===== src/rtl/systolic_run_ctrl.sv =====
`default_nettype none
// ============================================================================
// Module   : systolic_run_ctrl
// Purpose  : Sequences one DIM x DIM systolic matrix-multiply pass launched by
//            a host write, gating A/B skew shifts and array compute enables.
// Revision : 1.0 - initial release
// ============================================================================
module systolic_run_ctrl #(
    parameter int               DIM        = 8,
    parameter int               ADDRW      = 16,
    parameter int               MEM_LAT    = 1,
    parameter logic [ADDRW-1:0] START_ADDR = 16'h0400,
    parameter logic [ADDRW-1:0] PROT_LO    = 16'h0100,
    parameter logic [ADDRW-1:0] PROT_HI    = 16'h03FF,
    localparam int              CNT_W      = $clog2(3*DIM+MEM_LAT)
) (
    input  logic             clk,
    input  logic             rst,
    input  logic             host_req,
    input  logic             host_we,
    input  logic [ADDRW-1:0] host_addr,
    output logic             host_gnt,
    input  logic             stall,
    output logic             mem_en,
    output logic             sa_en,
    output logic             busy,
    output logic             done,
    output logic             start_err,
    output logic [CNT_W-1:0] cnt
);

    localparam logic [1:0] c_IDLE = 2'd0;
    localparam logic [1:0] c_RUN  = 2'd1;
    localparam logic [1:0] c_DONE = 2'd2;

    // Operand stream length includes the skew; the run adds the buffer latency.
    localparam logic [CNT_W-1:0] c_L      = CNT_W'(3*DIM-2);
    localparam logic [CNT_W-1:0] c_T_LAST = CNT_W'(3*DIM-2+MEM_LAT-1);
    localparam logic [CNT_W-1:0] c_LAT    = CNT_W'(MEM_LAT);

    logic [1:0]       r_state;
    logic [CNT_W-1:0] r_cnt;
    logic             r_start_err;

    logic w_start;
    logic w_prot;
    logic w_run;

    assign w_start   = host_req & host_we & (host_addr == START_ADDR);
    assign w_prot    = (host_addr >= PROT_LO) && (host_addr <= PROT_HI);
    assign w_run     = (r_state == c_RUN);
    assign busy      = (r_state == c_RUN) | (r_state == c_DONE);
    assign done      = (r_state == c_DONE);
    assign host_gnt  = host_req & ~(busy & w_prot);
    assign mem_en    = w_run & ~stall & (r_cnt < c_L);
    assign sa_en     = w_run & ~stall & (r_cnt >= c_LAT);
    assign start_err = r_start_err;
    assign cnt       = r_cnt;

    always_ff @(posedge clk) begin
        if (rst) begin
            r_state     <= c_IDLE;
            r_cnt       <= '0;
            r_start_err <= 1'b0;
        end else begin
            if (w_start && busy) begin
                r_start_err <= 1'b1;
            end
            case (r_state)
                c_IDLE: begin
                    if (w_start) begin
                        r_state <= c_RUN;
                        r_cnt   <= '0;
                    end
                end
                c_RUN: begin
                    // Counter stops at the last index instead of wrapping.
                    if (!stall) begin
                        if (r_cnt == c_T_LAST) begin
                            r_state <= c_DONE;
                        end else begin
                            r_cnt <= r_cnt + CNT_W'(1);
                        end
                    end
                end
                c_DONE: begin
                    r_state <= c_IDLE;
                    r_cnt   <= '0;
                end
                default: begin
                    r_state <= c_IDLE;
                    r_cnt   <= '0;
                end
            endcase
        end
    end

endmodule
`default_nettype wire


===== config.mk =====
export PLATFORM = sky130hd
export DESIGN_NAME = systolic_run_ctrl
export DESIGN_NICKNAME = d
export VERILOG_FILES = /design/src/rtl/systolic_run_ctrl.sv
export SDC_FILE = /design/constraint.sdc
export NUM_CORES = 1
export LEC_CHECK = 0
export ABC_CLOCK_PERIOD_IN_PS = 1350
export BUFFER_PORTS_ARGS = -buffer_cell sky130_fd_sc_hd__buf_2
export CAP_MARGIN = 15
export CORE_MARGIN = 5
export CORE_UTILIZATION = 38
export DETAILED_ROUTE_END_ITERATION = 7
export PLACE_DENSITY = 0.73
export SYNTH_ARGS = -nofsm -noshare
export SYNTH_HDL_FRONTEND = slang
export SYNTH_SLANG_ARGS = --single-unit

===== constraint.sdc =====
create_clock -name clk -period 1.35 [get_ports clk]
set_input_delay 0.0675 -clock clk [delete_from_list [all_inputs] [get_ports clk]]
set_output_delay 0.0675 -clock clk [all_outputs]
set_load 0.05 [all_outputs]

-- Yosys cells after proc, flatten, opt, wreduce, memory -nomap -nowiden
Index checks and enable logic that the tools add are counted.
- bits in registers: 8
- bits in latches: 0
- bits in writable memories: 0
- bits in read-only memories: 0
- output and inout bits: 11
- logic and storage cells: 39
- memories: 0
- $add $sub $neg: 1
- multiply operators: 0
- div/mod/pow operators: 0
- $lt $le $gt $ge: 4
- equality and inequality tests: 8
- shifts and indexed selects: 0
- mux-type cells: 8
- bitwise logic cells: 10
- reduce and logical (&&, ||, !) cells: 5
- operators with widths (kind ; number):
    $eq 16x11->1 const B ; 1
    $ge 16x9->1 const B ; 1
    $le 16x10->1 const B ; 1
    $mux 5 ; 3
    $pmux 5 s2 ; 1
    $and 1x1->1 ; 7
    $mux 2 ; 3
    $ne 2x2->1 const B ; 3
    $reduce_and 3->1 ; 2
    $add 5x1->5 const B ; 1
    $eq 5x5->1 const B ; 1
    $ge 5x1->1 const B ; 1
    $lt 5x5->1 const B ; 1
    $pmux 2 s2 ; 1
    $eq 2x1->1 const B ; 1
    $eq 2x2->1 const B ; 1
    $logic_and 1x1->1 ; 2
    $logic_not 2->1 ; 1
    $ne 2x1->1 const B ; 1
    $not 1->1 ; 2
    $or 1x1->1 ; 1

-- Depth between registers and ports, before layout
Gate-level depths: netlist of run 1.
- depth in word-level cells: 5
- depth in mapped cells: 7

-- Least setup slack after synthesis of run 1
No wires, ideal clock.
- path kind: flip-flop to output port
- from: register r_cnt[0] (netlist: cnt[0])
- to: output sa_en
- data arrival time: 1.843 ns
- setup slack: -0.561 ns
- cell stages (with the launch flop): 4
- path buffers: 0
- path through: dfxtp_1 -> ha_1 -> nor4_1 -> a31oi_1
- word-level cells in the longest chain between the ends: 2
- ends and longest elaborated chain (what ; line ; text):
    start: declaration ; 42 ; logic [CNT_W-1:0] r_cnt;
    start signal: assignment ; 82 ; r_cnt <= r_cnt + CNT_W'(1);
    $ge 5x1->1 ; 56 ; assign sa_en = w_run & ~stall & (r_cnt >= c_LAT);
    $and 1x1->1 ; 56 ;
    end: declaration ; 25 ; output logic sa_en,
No other way between the ends.

-- Worst setup path after layout of run 1
- from: register r_state[1]
- to: output host_gnt
- word-level cells in the longest chain between the ends: 5
- elaborated cells between the ends (all ways): 6
- classes of those cells: eq/ne: 2; bitwise: 4
- ends and longest elaborated chain (what ; line ; text):
    start: declaration ; 41 ; logic [1:0] r_state;
    start signal: assignment ; 62 ; r_state <= c_IDLE;
    start signal: assignment ; 72 ; r_state <= c_RUN;
    start signal: assignment ; 80 ; r_state <= c_DONE;
    $eq 2x1->1 / $eq 2x2->1 (equally long branches) ; 52 ; assign busy = (r_state == c_RUN) | (r_state == c_DONE);
    $or 1x1->1 (*) ; 52 ;
    $and 1x1->1 (*) ; 54 ; assign host_gnt = host_req & ~(busy & w_prot);
    $not 1->1 (*) ; 54 ;
    $and 1x1->1 (*) ; 54 ;
    end: declaration ; 22 ; output logic host_gnt,
Every way passes the cells marked *; elsewhere a longest branch is shown, timed or not.

==> flow_summary.rst, run 1 <==
.. list-table::
   :header-rows: 1

   * - Metric
     - Value
   * - Layout cell share with drive strength beyond 1
     - 73.8%
   * - Number of instances in the synthesized netlist
     - 74
   * - Xor and xnor fraction of the mapped netlist area
     - 0%
   * - Type of element capturing the critical path
     - primary output
   * - Worst Setup Slack post-DPL
     - -0.189 ns
   * - Area of the core region
     - 1490 um2
   * - Met2 Usage GRT
     - 29.6%
   * - Cell class contributing the biggest share of worst-path delay
     - compound AO/OA/AOI/OAI gates
   * - Simple-Gate Fraction of Synth Area
     - 29.4%
   * - Count of pins over their slew limit
     - 0
   * - Worst hold-check slack
     - 0.140 ns
   * - RSZ-0062 raised after global routing
     - true
   * - Layout net count
     - 158
   * - Count of buffering cells on the critical path with inverters included
     - 3
   * - Vias in the first global route
     - 833
   * - Dominant cell type by area after synthesis
     - sky130_fd_sc_hd__dfxtp_1
   * - Number of rows in the core area
     - 14
   * - Portion of netlist area occupied by mux cells
     - 1.72%
   * - Total count of hold-check failures in the final report
     - 0
   * - Maximum Capacitance Violations
     - 0
   * - Clk pin slew, worst setup/hold paths
     - 0.06 ns
   * - Worst Path Required
     - 1.28 ns
   * - Count of state elements after synthesis
     - 8
   * - Failing checks
     - negative setup slack
   * - Library cell contributing the largest single delay on the critical path
     - sky130_fd_sc_hd__o41a_4
   * - Power per unit of standard cell area
     - 421 nW/um2
   * - Overall die height
     - 49.2 um
   * - Synth-to-Final Area Change
     - 107%
   * - Startpoint-to-endpoint class of the critical path
     - flop to primary output
   * - Final routed wirelength across all metal layers
     - 2130 um
   * - Portion of the post-synthesis area used by sequential elements
     - 27.5%
   * - Number of nets in the synthesized netlist
     - 101
   * - Starting density of the core
     - 39.2%
   * - Result of the run
     - complete, but fails checks
   * - Share of the synthesized area in compound gates (AO/OA/AOI/OAI)
     - 22.7%
   * - Clock Tree Root
     - sky130_fd_sc_hd__clkbuf_4
   * - Proportion of netlist area held by the largest area contributor
     - 27.5%
   * - Adder and majority gate portion of the synthesized area
     - 12.9%
   * - TritonCTS clock tree
     - yes
   * - Combinational family with the most area after synthesis
     - simple AND/OR/NAND/NOR gates
   * - Clock latency of the later-clocked register in the worst-skew pair
     - 0.27 ns
   * - Total power
     - 0.000508 W
   * - Sum of net half-perimeters after detailed placement
     - 1330 um
   * - Antenna violations before repair
     - 0
   * - Total number of yosys warnings
     - 0
   * - Yosys cell types
     - 27
   * - Routability cong.
     - 0.858
   * - Clk sinks
     - 8
   * - Number of antenna-violating nets in the routed design
     - 0
   * - Most area-consuming cells after synthesis
     - sky130_fd_sc_hd__dfxtp_1, sky130_fd_sc_hd__ha_1, sky130_fd_sc_hd__a21oi_1
   * - Peak ir drop on the vdd network
     - 0.379 mV
   * - Dominant register cell in the synthesized netlist
     - sky130_fd_sc_hd__dfxtp_1
   * - Met3 GRT Util
     - 6.73%
   * - Routed vias
     - 796
   * - FMAX
     - 0.627 GHz
   * - Largest net degree at the start of global routing
     - 11
   * - Worst Tran Pin Value
     - 0.395 ns
   * - Total standard cell area after synthesis
     - 583 um2
   * - TritonCTS Buffers
     - 3
   * - Final Skew
     - 0.00265 ns
   * - Remaining global-route overflow
     - 0
   * - Max-slew headroom
     - 73.5%
   * - I/O pin count
     - 32
   * - Max FO, Critical Path
     - 2
   * - Number of diodes
     - 0
   * - Detailed-route wire length per cell
     - 14.6 um
   * - Total die area
     - 2420 um2
   * - Period utilization
     - 118%
   * - Biggest cell delay along the critical path
     - 0.42 ns
   * - Maximum clock path buffer count
     - 2
   * - Total GRT Usage
     - 17.5%
   * - Data arrival at the endpoint of the critical path
     - 1.53 ns
   * - Most Used Layer, Global Route
     - met2
   * - Worst setup slack after layout
     - -0.244 ns
   * - Buffers added on ports
     - 31
   * - Residual DRC
     - 0
   * - Class of the tightest hold or removal check
     - input port to flop
   * - Filler cells
     - 96
   * - H-tree depth
     - 1
   * - Global routing met1 resource utilization
     - 19.3%
   * - First DRT Iteration DRCs
     - 16
   * - Chain of cells forming the critical path
     - inv_2 > ha_4 > inv_2 > o41a_4 > buf_8
   * - Fraction of registers with async set or reset after synthesis
     - 0%
   * - Setup violation total in the final timing report
     - 9
   * - Number of vias per cell after detailed routing
     - 5.45
   * - Final Critical Period
     - 1.59 ns
   * - Average size of a mapped cell
     - 7.88 um2
   * - CP most frequent cell
     - sky130_fd_sc_hd__inv_2
   * - Leakage power total
     - 0.497 nW
   * - Chip Width
     - 49.2 um
   * - First-pass GRT wire length
     - 3420 um
   * - Post-synth EDFFs
     - 0
   * - Category of the worst setup path launch point
     - flop
   * - Pre-antenna DRT Iters
     - 4
-- cells in the final DEF (no fill, tap or decap), drive strengths merged --
master   n
buf     53
nand2    8
dfxtp    8
inv      7
nor2     6
ha       6
a21oi    6
clkbuf   5
nand3    4
nor3     4
o31ai    3
a31oi    3
nor2b    2
nor4     2
o21ai    2
a211o    2
o41a     1
nand4b   1
or4      1
and4b    1
nor4b    1
mux2i    1
a211oi   1
nand3b   1
nor3b    1
-- through the flow --
step	std cells	util, %	instance area, um2	setup TNS [ns]
global route	146	80.9	1200	-1.58
global placement	133	63.4	943	-0.667
floorplan	74	-	672	-0.156
CTS	144	74.6	1110	-0.822
detailed placement	133	63.4	943	-0.884
finish	146	80.9	1200	-1.10
-- layout make-up --
cell class | instances | area, um2 | share of cell area (%)
Multi-Input combinational cell | 57 | 573 | 47.6
Timing Repair Buffer | 54 | 378 | 31.4
Inverter | 7 | 31.3 | 2.60
Sequential cell | 8 | 176 | 14.6
Tap cell | 16 | 20.0 | 1.66
Clock buffer | 4 | 26.3 | 2.18
-- cell families after synthesis --
| family | Yosys count |
|---|---|
| AND/OR/NAND/NOR | 32 |
| AO/OA/AOI/OAI | 18 |
| buffers and inverters | 9 |
| flip-flops | 8 |
| adder cells (fa/ha/maj) | 6 |
| multiplexers | 1 |
-- worst reg2reg max path, delay by kind of cell (launching register included) --
kind / cells / cell delay, ns
AOI/OAI and AO/OA: 3 / 0.45
adders and majority gates: 1 / 0.12
buffers and inverters: 2 / 0.19
DFF: 1 / 0.34
and+or+nand+nor: 1 / 0.32
-- layer usage --
metal | wire length (um) | vias up | part of all wire (%)
met4 | 21 | 0 | 0.99
met2 | 1050 | 37 | 49
li1 | - | 382 | -
met3 | 197 | 4 | 9.3
met5 | 0 | - | 0
met1 | 864 | 373 | 41
-- worst paths after layout --
check | from | slack (ns) | depth (start not counted) | end
setup / recovery | r_state[1] | -0.24 | 5 | host_gnt
hold / removal | rst | 0.14 | 2 | cnt[3]
setup reg to reg | cnt[0] | -0.17 | 7 | cnt[0]
hold reg to reg | start_err | 0.49 | 2 | start_err
-- synth_stat cells, types with 2 or more instances --
cell	n
sky130_fd_sc_hd__nor3_1	4
sky130_fd_sc_hd__ha_1	6
sky130_fd_sc_hd__o31ai_1	2
sky130_fd_sc_hd__a21oi_1	6
sky130_fd_sc_hd__dfxtp_1	8
sky130_fd_sc_hd__nor2_1	6
sky130_fd_sc_hd__nor2b_1	2
sky130_fd_sc_hd__o21ai_0	2
sky130_fd_sc_hd__nand2_1	8
sky130_fd_sc_hd__a31oi_1	3
sky130_fd_sc_hd__nand3_1	4
sky130_fd_sc_hd__nor4_1	2
sky130_fd_sc_hd__inv_1	7
-- what timing repair did --
action,CTS,global route
endpoints found under the hold margin,0,0
pin swaps,9,16
setup buffers,7,2
endpoints found under the setup margin,7,12
gates resized for setup,23,18
hold buffers,0,0
-- flip-flops by register name, summed over array words and instances, names as in the netlist --
| register | count |
|---|---|
| r_state | 2 |
| cnt | 5 |
| start_err | 1 |
-- where the power goes --
group	total [W]	leakage (nW)	switching, W	internal, W
Combinational	0.0000663	0.413	0.0000316	0.0000347
Sequential	0.000230	0.0689	0.0000000203	0.000230
Clock	0.000212	0.0150	0.0000974	0.000114
Total	0.000508	0.497	0.000129	0.000379
No activity file was read; power rests on OpenSTA's default activity.
==> run 2: changes to the inputs <==
--- a/config.mk
+++ b/config.mk
@@ -12,6 +12,7 @@
 export CORE_UTILIZATION = 38
 export DETAILED_ROUTE_END_ITERATION = 7
 export PLACE_DENSITY = 0.73
+export SKIP_LAST_GASP = 1
 export SYNTH_ARGS = -nofsm -noshare
 export SYNTH_HDL_FRONTEND = slang
 export SYNTH_SLANG_ARGS = --single-unit
==> flow_summary.rst, run 2 (synthesis gave the netlist of run 1 again) <==
.. list-table::
   :header-rows: 1

   * - Metric
     - Value
   * - Non-Filler Cell Area, Final
     - 1200 um2
   * - Most frequent cells in the layout
     - sky130_fd_sc_hd__buf_2, sky130_fd_sc_hd__buf_4
   * - Total GRT Usage
     - 16.5%
   * - Final Skew
     - 0.00413 ns
   * - Maximum clock path buffer count
     - 2
   * - Biggest cell delay along the critical path
     - 0.42 ns
   * - Antenna violations before repair
     - 0
   * - RSZ-0062 raised after global routing
     - true
   * - Worst Path Required
     - 1.28 ns
   * - I/O pin count
     - 32
   * - Worst Tran Pin Value
     - 0.398 ns
   * - Clock latency of the later-clocked register in the worst-skew pair
     - 0.27 ns
   * - Library cell contributing the largest single delay on the critical path
     - sky130_fd_sc_hd__o41a_4
   * - Final Critical Period
     - 1.59 ns
   * - Pre-antenna DRT Iters
     - 4
   * - Detailed-route wire length per cell
     - 14.6 um
   * - CP most frequent cell
     - sky130_fd_sc_hd__inv_2
   * - Result of the run
     - complete, but fails checks
   * - Cell class contributing the biggest share of worst-path delay
     - compound AO/OA/AOI/OAI gates
   * - First-pass GRT wire length
     - 3220 um
   * - Max-slew headroom
     - 73.2%
   * - Buffers added on ports
     - 31
   * - Count of pins over their slew limit
     - 0
   * - Total die area
     - 2420 um2
   * - Final routed wirelength across all metal layers
     - 2150 um
   * - Vias in the first global route
     - 803
   * - Setup slack, reg-to-reg
     - -0.13 ns
   * - First DRT Iteration DRCs
     - 16
   * - Post-Route Utilization
     - 80.3%
   * - Remaining global-route overflow
     - 0
   * - Sum of net half-perimeters after detailed placement
     - 1330 um
   * - Worst setup slack after layout
     - -0.244 ns
   * - Clock Tree Root
     - sky130_fd_sc_hd__clkbuf_4
   * - Chain of cells forming the critical path
     - inv_2 > ha_4 > inv_2 > o41a_4 > buf_8
   * - Startpoint-to-endpoint class of the critical path
     - flop to primary output
   * - Total count of hold-check failures in the final report
     - 0
   * - Most frequent standard cell in the layout excluding fill and tap cells
     - sky130_fd_sc_hd__buf_2
   * - Number of vias per cell after detailed routing
     - 5.52
   * - Count of buffering cells on the critical path with inverters included
     - 3
   * - TritonCTS clock tree
     - yes
   * - Leakage power total
     - 0.498 nW
   * - Number of cells in the design after placement
     - 133
   * - Clk pin slew, worst setup/hold paths
     - 0.06 ns
   * - Placed Area
     - 943 um2
   * - Failing checks
     - negative setup slack
   * - Number of rows in the core area
     - 14
   * - Area of the core region
     - 1490 um2
   * - Class of the tightest hold or removal check
     - input port to flop
   * - Period utilization
     - 118%
   * - Peak ir drop on the vdd network
     - 0.406 mV
   * - Category of the worst setup path launch point
     - flop
   * - Number of antenna-violating nets in the routed design
     - 0
   * - Routability cong.
     - 0.858
   * - FMAX
     - 0.627 GHz
   * - Power per unit of standard cell area
     - 426 nW/um2
   * - TritonCTS Buffers
     - 3
   * - Data arrival at the endpoint of the critical path
     - 1.53 ns
   * - Routed vias
     - 811
   * - Clk sinks
     - 8
   * - Layout cell share with drive strength beyond 1
     - 73.3%
   * - Type of element capturing the critical path
     - primary output
   * - Final standard cell count with taps included and fillers excluded
     - 147
   * - Starting density of the core
     - 39.2%
   * - Filler cells
     - 96
   * - Synth-to-Final Area Change
     - 105%
   * - Number of diodes
     - 0
   * - Worst Setup Slack post-DPL
     - -0.189 ns
   * - Largest net degree at the start of global routing
     - 11
   * - Residual DRC
     - 0
   * - Layout net count
     - 159
   * - Number of flip-flops in the largest register
     - 5
   * - Max FO, Critical Path
     - 2
   * - Maximum Capacitance Violations
     - 0
   * - Overall die height
     - 49.2 um
   * - Chip Width
     - 49.2 um
   * - H-tree depth
     - 1
   * - Setup violation total in the final timing report
     - 10
   * - Worst hold-check slack
     - 0.125 ns
-- run 2: cell types whose count changed in the layout (fill, tap and decap cells not counted) --
cell / before / now
sky130_fd_sc_hd__o31ai_2: 2 / 1
sky130_fd_sc_hd__o21ai_2: 0 / 1
sky130_fd_sc_hd__buf_6: 6 / 5
sky130_fd_sc_hd__o31ai_1: 0 / 1
sky130_fd_sc_hd__o21ai_4: 1 / 0
sky130_fd_sc_hd__buf_4: 19 / 21
-- run 2: cell type report --
type                    instances  area (um2)  area share [%]
repair buffers                 55         382            31.9
flip-flops and latches          8         176            14.7
clock buffers                   4        26.3            2.20
well taps                      16        20.0            1.67
multi-input cells              57         561            46.9
inverters                       7        31.3            2.62
-- run 2: through the flow --
step	power, W	TNS [ns]
3_3_place_gp	0.000291	-0.667
5_1_grt	0.000534	-1.55
4_1_cts	0.000504	-0.854
2_1_floorplan	0.000255	-0.156
6_report	0.000509	-1.00
3_5_place_dp	0.000293	-0.884
-- run 2: report_power, final --
part / internal (W) / total [W] / switching, W
Clock: 0.000114 / 0.000215 / 0.000100
Sequential: 0.000230 / 0.000230 / 0.0000000193
Combinational: 0.0000345 / 0.0000648 / 0.0000302
-- run 2: final timing paths --
| check | from | to | depth (start not counted) |
|---|---|---|---|
| worst max-delay path | r_state[1] | host_gnt | 5 |
| worst min-delay path | rst | cnt[3] | 2 |
| worst max register to register | cnt[0] | cnt[0] | 7 |
| worst min register to register | start_err | start_err | 2 |
-- run 2: per-layer routing --
metal  global-route usage, %  part of all wire [%]  up-vias
met5                       0                     0        -
met4                    5.38                   3.4        0
met3                    7.65                   9.3       14
met2                    26.4                    47       45
met1                    19.3                    40      367
li1                        -                     -      385
-- run 2: what timing repair did --
action                     4_1_cts  5_1_grt
setup buffers                    7        3
setup endpoints to repair        7       12
hold buffers                     0        0
gates resized for setup         20       18
pin swaps                        9       13
==> run 3: changes to the inputs <==
--- a/config.mk
+++ b/config.mk
@@ -5,13 +5,15 @@
 export SDC_FILE = /design/constraint.sdc
 export NUM_CORES = 1
 export LEC_CHECK = 0
+export ABC_AREA = 1
 export ABC_CLOCK_PERIOD_IN_PS = 1350
 export BUFFER_PORTS_ARGS = -buffer_cell sky130_fd_sc_hd__buf_2
 export CAP_MARGIN = 15
 export CORE_MARGIN = 5
-export CORE_UTILIZATION = 38
+export CORE_UTILIZATION = 40
 export DETAILED_ROUTE_END_ITERATION = 7
-export PLACE_DENSITY = 0.73
+export GPL_TIMING_DRIVEN = 0
+export PLACE_DENSITY = 0.74
 export SKIP_LAST_GASP = 1
 export SYNTH_ARGS = -nofsm -noshare
 export SYNTH_HDL_FRONTEND = slang
==> flow_summary.rst, run 3 <==
.. list-table::
   :header-rows: 1

   * - Metric
     - Value
   * - Result of the run
     - complete, but fails checks
   * - Failing checks
     - negative setup slack
   * - Chip Width
     - 50.4 um
   * - Remaining global-route overflow
     - 0
   * - First-pass GRT wire length
     - 3110 um
   * - Total die area
     - 2540 um2
   * - Biggest cell delay along the critical path
     - 0.35 ns
   * - Layout cell share with drive strength beyond 1
     - 61.3%
   * - Post-Route Utilization
     - 73.2%
   * - Cell class contributing the biggest share of worst-path delay
     - flip-flops
   * - Setup violation total in the final timing report
     - 5
   * - Count of buffering cells on the critical path with inverters included
     - 3
   * - Residual DRC
     - 0
   * - Detailed-route wire length per cell
     - 12.6 um
   * - H-tree depth
     - 1
   * - Internal cell power
     - 0.000989 W
   * - Yosys cell types
     - 28
   * - First DRT Iteration DRCs
     - 10
   * - Max FO, Critical Path
     - 3
   * - Buffers added on ports
     - 31
   * - Number of vias per cell after detailed routing
     - 4.90
   * - Fraction of registers with async set or reset after synthesis
     - 0%
   * - Number of diodes
     - 0
   * - Number of cells in the design after placement
     - 145
   * - TritonCTS clock tree
     - yes
   * - Proportion of power drawn by combinational gates
     - 70.4%
   * - End of the worst register-to-register path
     - cnt[2]
   * - Worst Tran Pin Value
     - 0.357 ns
   * - Peak ir drop on the vdd network
     - 1.15 mV
   * - Layout net count
     - 170
   * - Category of the worst setup path launch point
     - flop
   * - Period utilization
     - 109%
   * - Area taken by multi-input logic gates
     - 569 um2
   * - Filler cells
     - 117
   * - Power per unit of standard cell area
     - 1900 nW/um2
   * - Sum of net half-perimeters after detailed placement
     - 1390 um
   * - Routability cong.
     - 0.859
   * - Post-synth EDFFs
     - 0
   * - Switching pwr
     - 0.00113 W
   * - Starting density of the core
     - 42.8%
   * - Clk sinks
     - 8
   * - Type of element capturing the critical path
     - primary output
   * - Endpoint of the worst hold path
     - cnt[3]
   * - Average size of a mapped cell
     - 6.65 um2
   * - Count of state elements after synthesis
     - 8
   * - Final routed wirelength across all metal layers
     - 1990 um
   * - Number of antenna-violating nets in the routed design
     - 0
   * - Portion of the post-synthesis area used by sequential elements
     - 24.6%
   * - Clock latency of the later-clocked register in the worst-skew pair
     - 0.26 ns
   * - Hold buffer count at cts
     - 0
   * - Pre-antenna DRT Iters
     - 4
   * - Most repeated cell in the gate-level netlist after synthesis
     - sky130_fd_sc_hd__nor2_1
   * - Number of instances in the synthesized netlist
     - 98
   * - Total GRT Usage
     - 15.9%
   * - Total standard cell area after synthesis
     - 652 um2
   * - Overall die height
     - 50.4 um
   * - Final standard cell count with taps included and fillers excluded
     - 158
   * - Count of pins over their slew limit
     - 0
   * - Most area-consuming cells after synthesis
     - sky130_fd_sc_hd__dfxtp_1, sky130_fd_sc_hd__nor2_1, sky130_fd_sc_hd__ha_1
   * - Clock share of power
     - 9.5%
   * - Setup slack, reg-to-reg
     - -0.06 ns
   * - Worst Setup Slack post-DPL
     - -0.187 ns
   * - Power share of the sequential group
     - 20.0%
   * - Most frequent cells in the layout
     - sky130_fd_sc_hd__buf_2, sky130_fd_sc_hd__nor2_1, sky130_fd_sc_hd__nand2_1, sky130_fd_sc_hd__buf_4
   * - Maximum clock path buffer count
     - 2
   * - Non-Filler Cell Area, Final
     - 1120 um2
   * - RSZ-0062 raised after global routing
     - true
   * - Largest net degree at the start of global routing
     - 10
   * - Share of total power consumed by net switching
     - 53.3%
   * - Final Critical Period
     - 1.47 ns
   * - Total count of hold-check failures in the final report
     - 0
   * - Startpoint-to-endpoint class of the critical path
     - flop to primary output
   * - Final Skew
     - 0.00480 ns
   * - Number of flip-flops in the largest register
     - 5
   * - Max-slew headroom
     - 76.0%
   * - Number of cells traversed by the worst hold path
     - 4
   * - Synth-to-Final Area Change
     - 71.2%
   * - Worst setup slack after layout
     - -0.117 ns
   * - Most frequent standard cell in the layout excluding fill and tap cells
     - sky130_fd_sc_hd__buf_2
   * - Library cell contributing the largest single delay on the critical path
     - sky130_fd_sc_hd__dfxtp_2
   * - Routed vias
     - 774
   * - Sequential Area
     - 176 um2
   * - Placed Area
     - 892 um2
   * - Data arrival at the endpoint of the critical path
     - 1.40 ns
   * - TritonCTS Buffers
     - 3
   * - Class of the tightest hold or removal check
     - input port to flop
   * - Number of rows in the core area
     - 14
   * - Chain of cells forming the critical path
     - inv_4 > ha_4 > inv_2 > nor3_4 > a31oi_4 > buf_6
   * - Area of the core region
     - 1520 um2
   * - Clk pin slew, worst setup/hold paths
     - 0.06 ns
   * - Reg-to-reg critical path startpoint
     - r_state[0]
   * - Dominant cell type by area after synthesis
     - sky130_fd_sc_hd__dfxtp_1
   * - Maximum Capacitance Violations
     - 0
   * - Clock Tree Root
     - sky130_fd_sc_hd__clkbuf_4
   * - I/O pin count
     - 32
   * - Total number of yosys warnings
     - 0
   * - Hold path start
     - rst
   * - Dominant register cell in the synthesized netlist
     - sky130_fd_sc_hd__dfxtp_1
   * - Antenna violations before repair
     - 0
   * - Worst Path Required
     - 1.28 ns
   * - FMAX
     - 0.682 GHz
   * - Proportion of netlist area held by the largest area contributor
     - 24.6%
   * - Leakage power total
     - 0.530 nW
   * - Number of nets in the synthesized netlist
     - 125
   * - Cells on worst reg2reg path
     - 8
   * - Vias in the first global route
     - 744
   * - Top post-synthesis cells by count
     - sky130_fd_sc_hd__nor2_1, sky130_fd_sc_hd__nand2_1, sky130_fd_sc_hd__inv_1, sky130_fd_sc_hd__dfxtp_1, sky130_fd_sc_hd__ha_1
-- run 3: through the flow --
step / hold slack (ns) / total power [W] / TNS (ns)
after floorplan: 0.201 / 0.00135 / -0.0395
after global placement: 0.357 / 0.00152 / -0.857
after detailed placement: 0.358 / 0.00155 / -1.17
after CTS: 0.0801 / 0.00196 / -0.280
after global routing: 0.0969 / 0.00227 / -0.842
final: 0.0924 / 0.00212 / -0.298
-- run 3: power groups by stage --
stage	combinational [W]	clock [W]	sequential, W
after CTS	0.00133	0.000210	0.000422
after global placement	0.00108	0	0.000434
after floorplan	0.000756	0	0.000590
final	0.00149	0.000202	0.000424
after detailed placement	0.00111	0	0.000437
after global routing	0.00161	0.000232	0.000433
-- run 3: cell type report --
class	count	area share, %
repair buffers	40	23.0
well taps	16	1.79
multi-input cells	76	51.0
inverters	14	6.05
flip-flops and latches	8	15.8
clock buffers	4	2.35
-- run 3: worst min-delay path, stage by stage --
cell and delay (ns):
sky130_fd_sc_hd__buf_2 0.11, sky130_fd_sc_hd__inv_6 0.05, sky130_fd_sc_hd__nand2_2 0.06, sky130_fd_sc_hd__nor2_1 0.03
-- run 3: what timing repair did --
action / in CTS / in global routing
gates resized for setup: 25 / 15
endpoints found under the setup margin: 8 / 8
pin swaps: 5 / 9
setup buffers: 5 / 4
-- run 3: layer usage --
| metal | track usage, % | wire length, um |
|---|---|---|
| met4 | 7.66 | 23 |
| met2 | 26.2 | 1070 |
| met5 | 0 | 0 |
| met1 | 18.3 | 779 |
| met3 | 5.33 | 117 |
-- run 3: worst max-delay path by stage --
stage,startpoint,endpoint,slack (ns),cells after the start
after CTS,r_state[1],host_gnt,-0.14,6
after global placement,r_state[1],cnt[0],-0.14,8
after detailed placement,r_state[1],cnt[3],-0.19,8
after global routing,r_state[1],host_gnt,-0.17,6
final,r_state[1],host_gnt,-0.12,6
after floorplan,r_state[0],host_gnt,-0.03,5
-- run 3: cell families (layout without fill, tap and decap cells) --
family	Yosys count	in the layout	synth area share, %
flops	8	8	24.6
buf+inv	14	58	8.83
simple gates	58	58	43.8
compound gates	12	12	11.3
fa+ha+maj	6	6	11.5
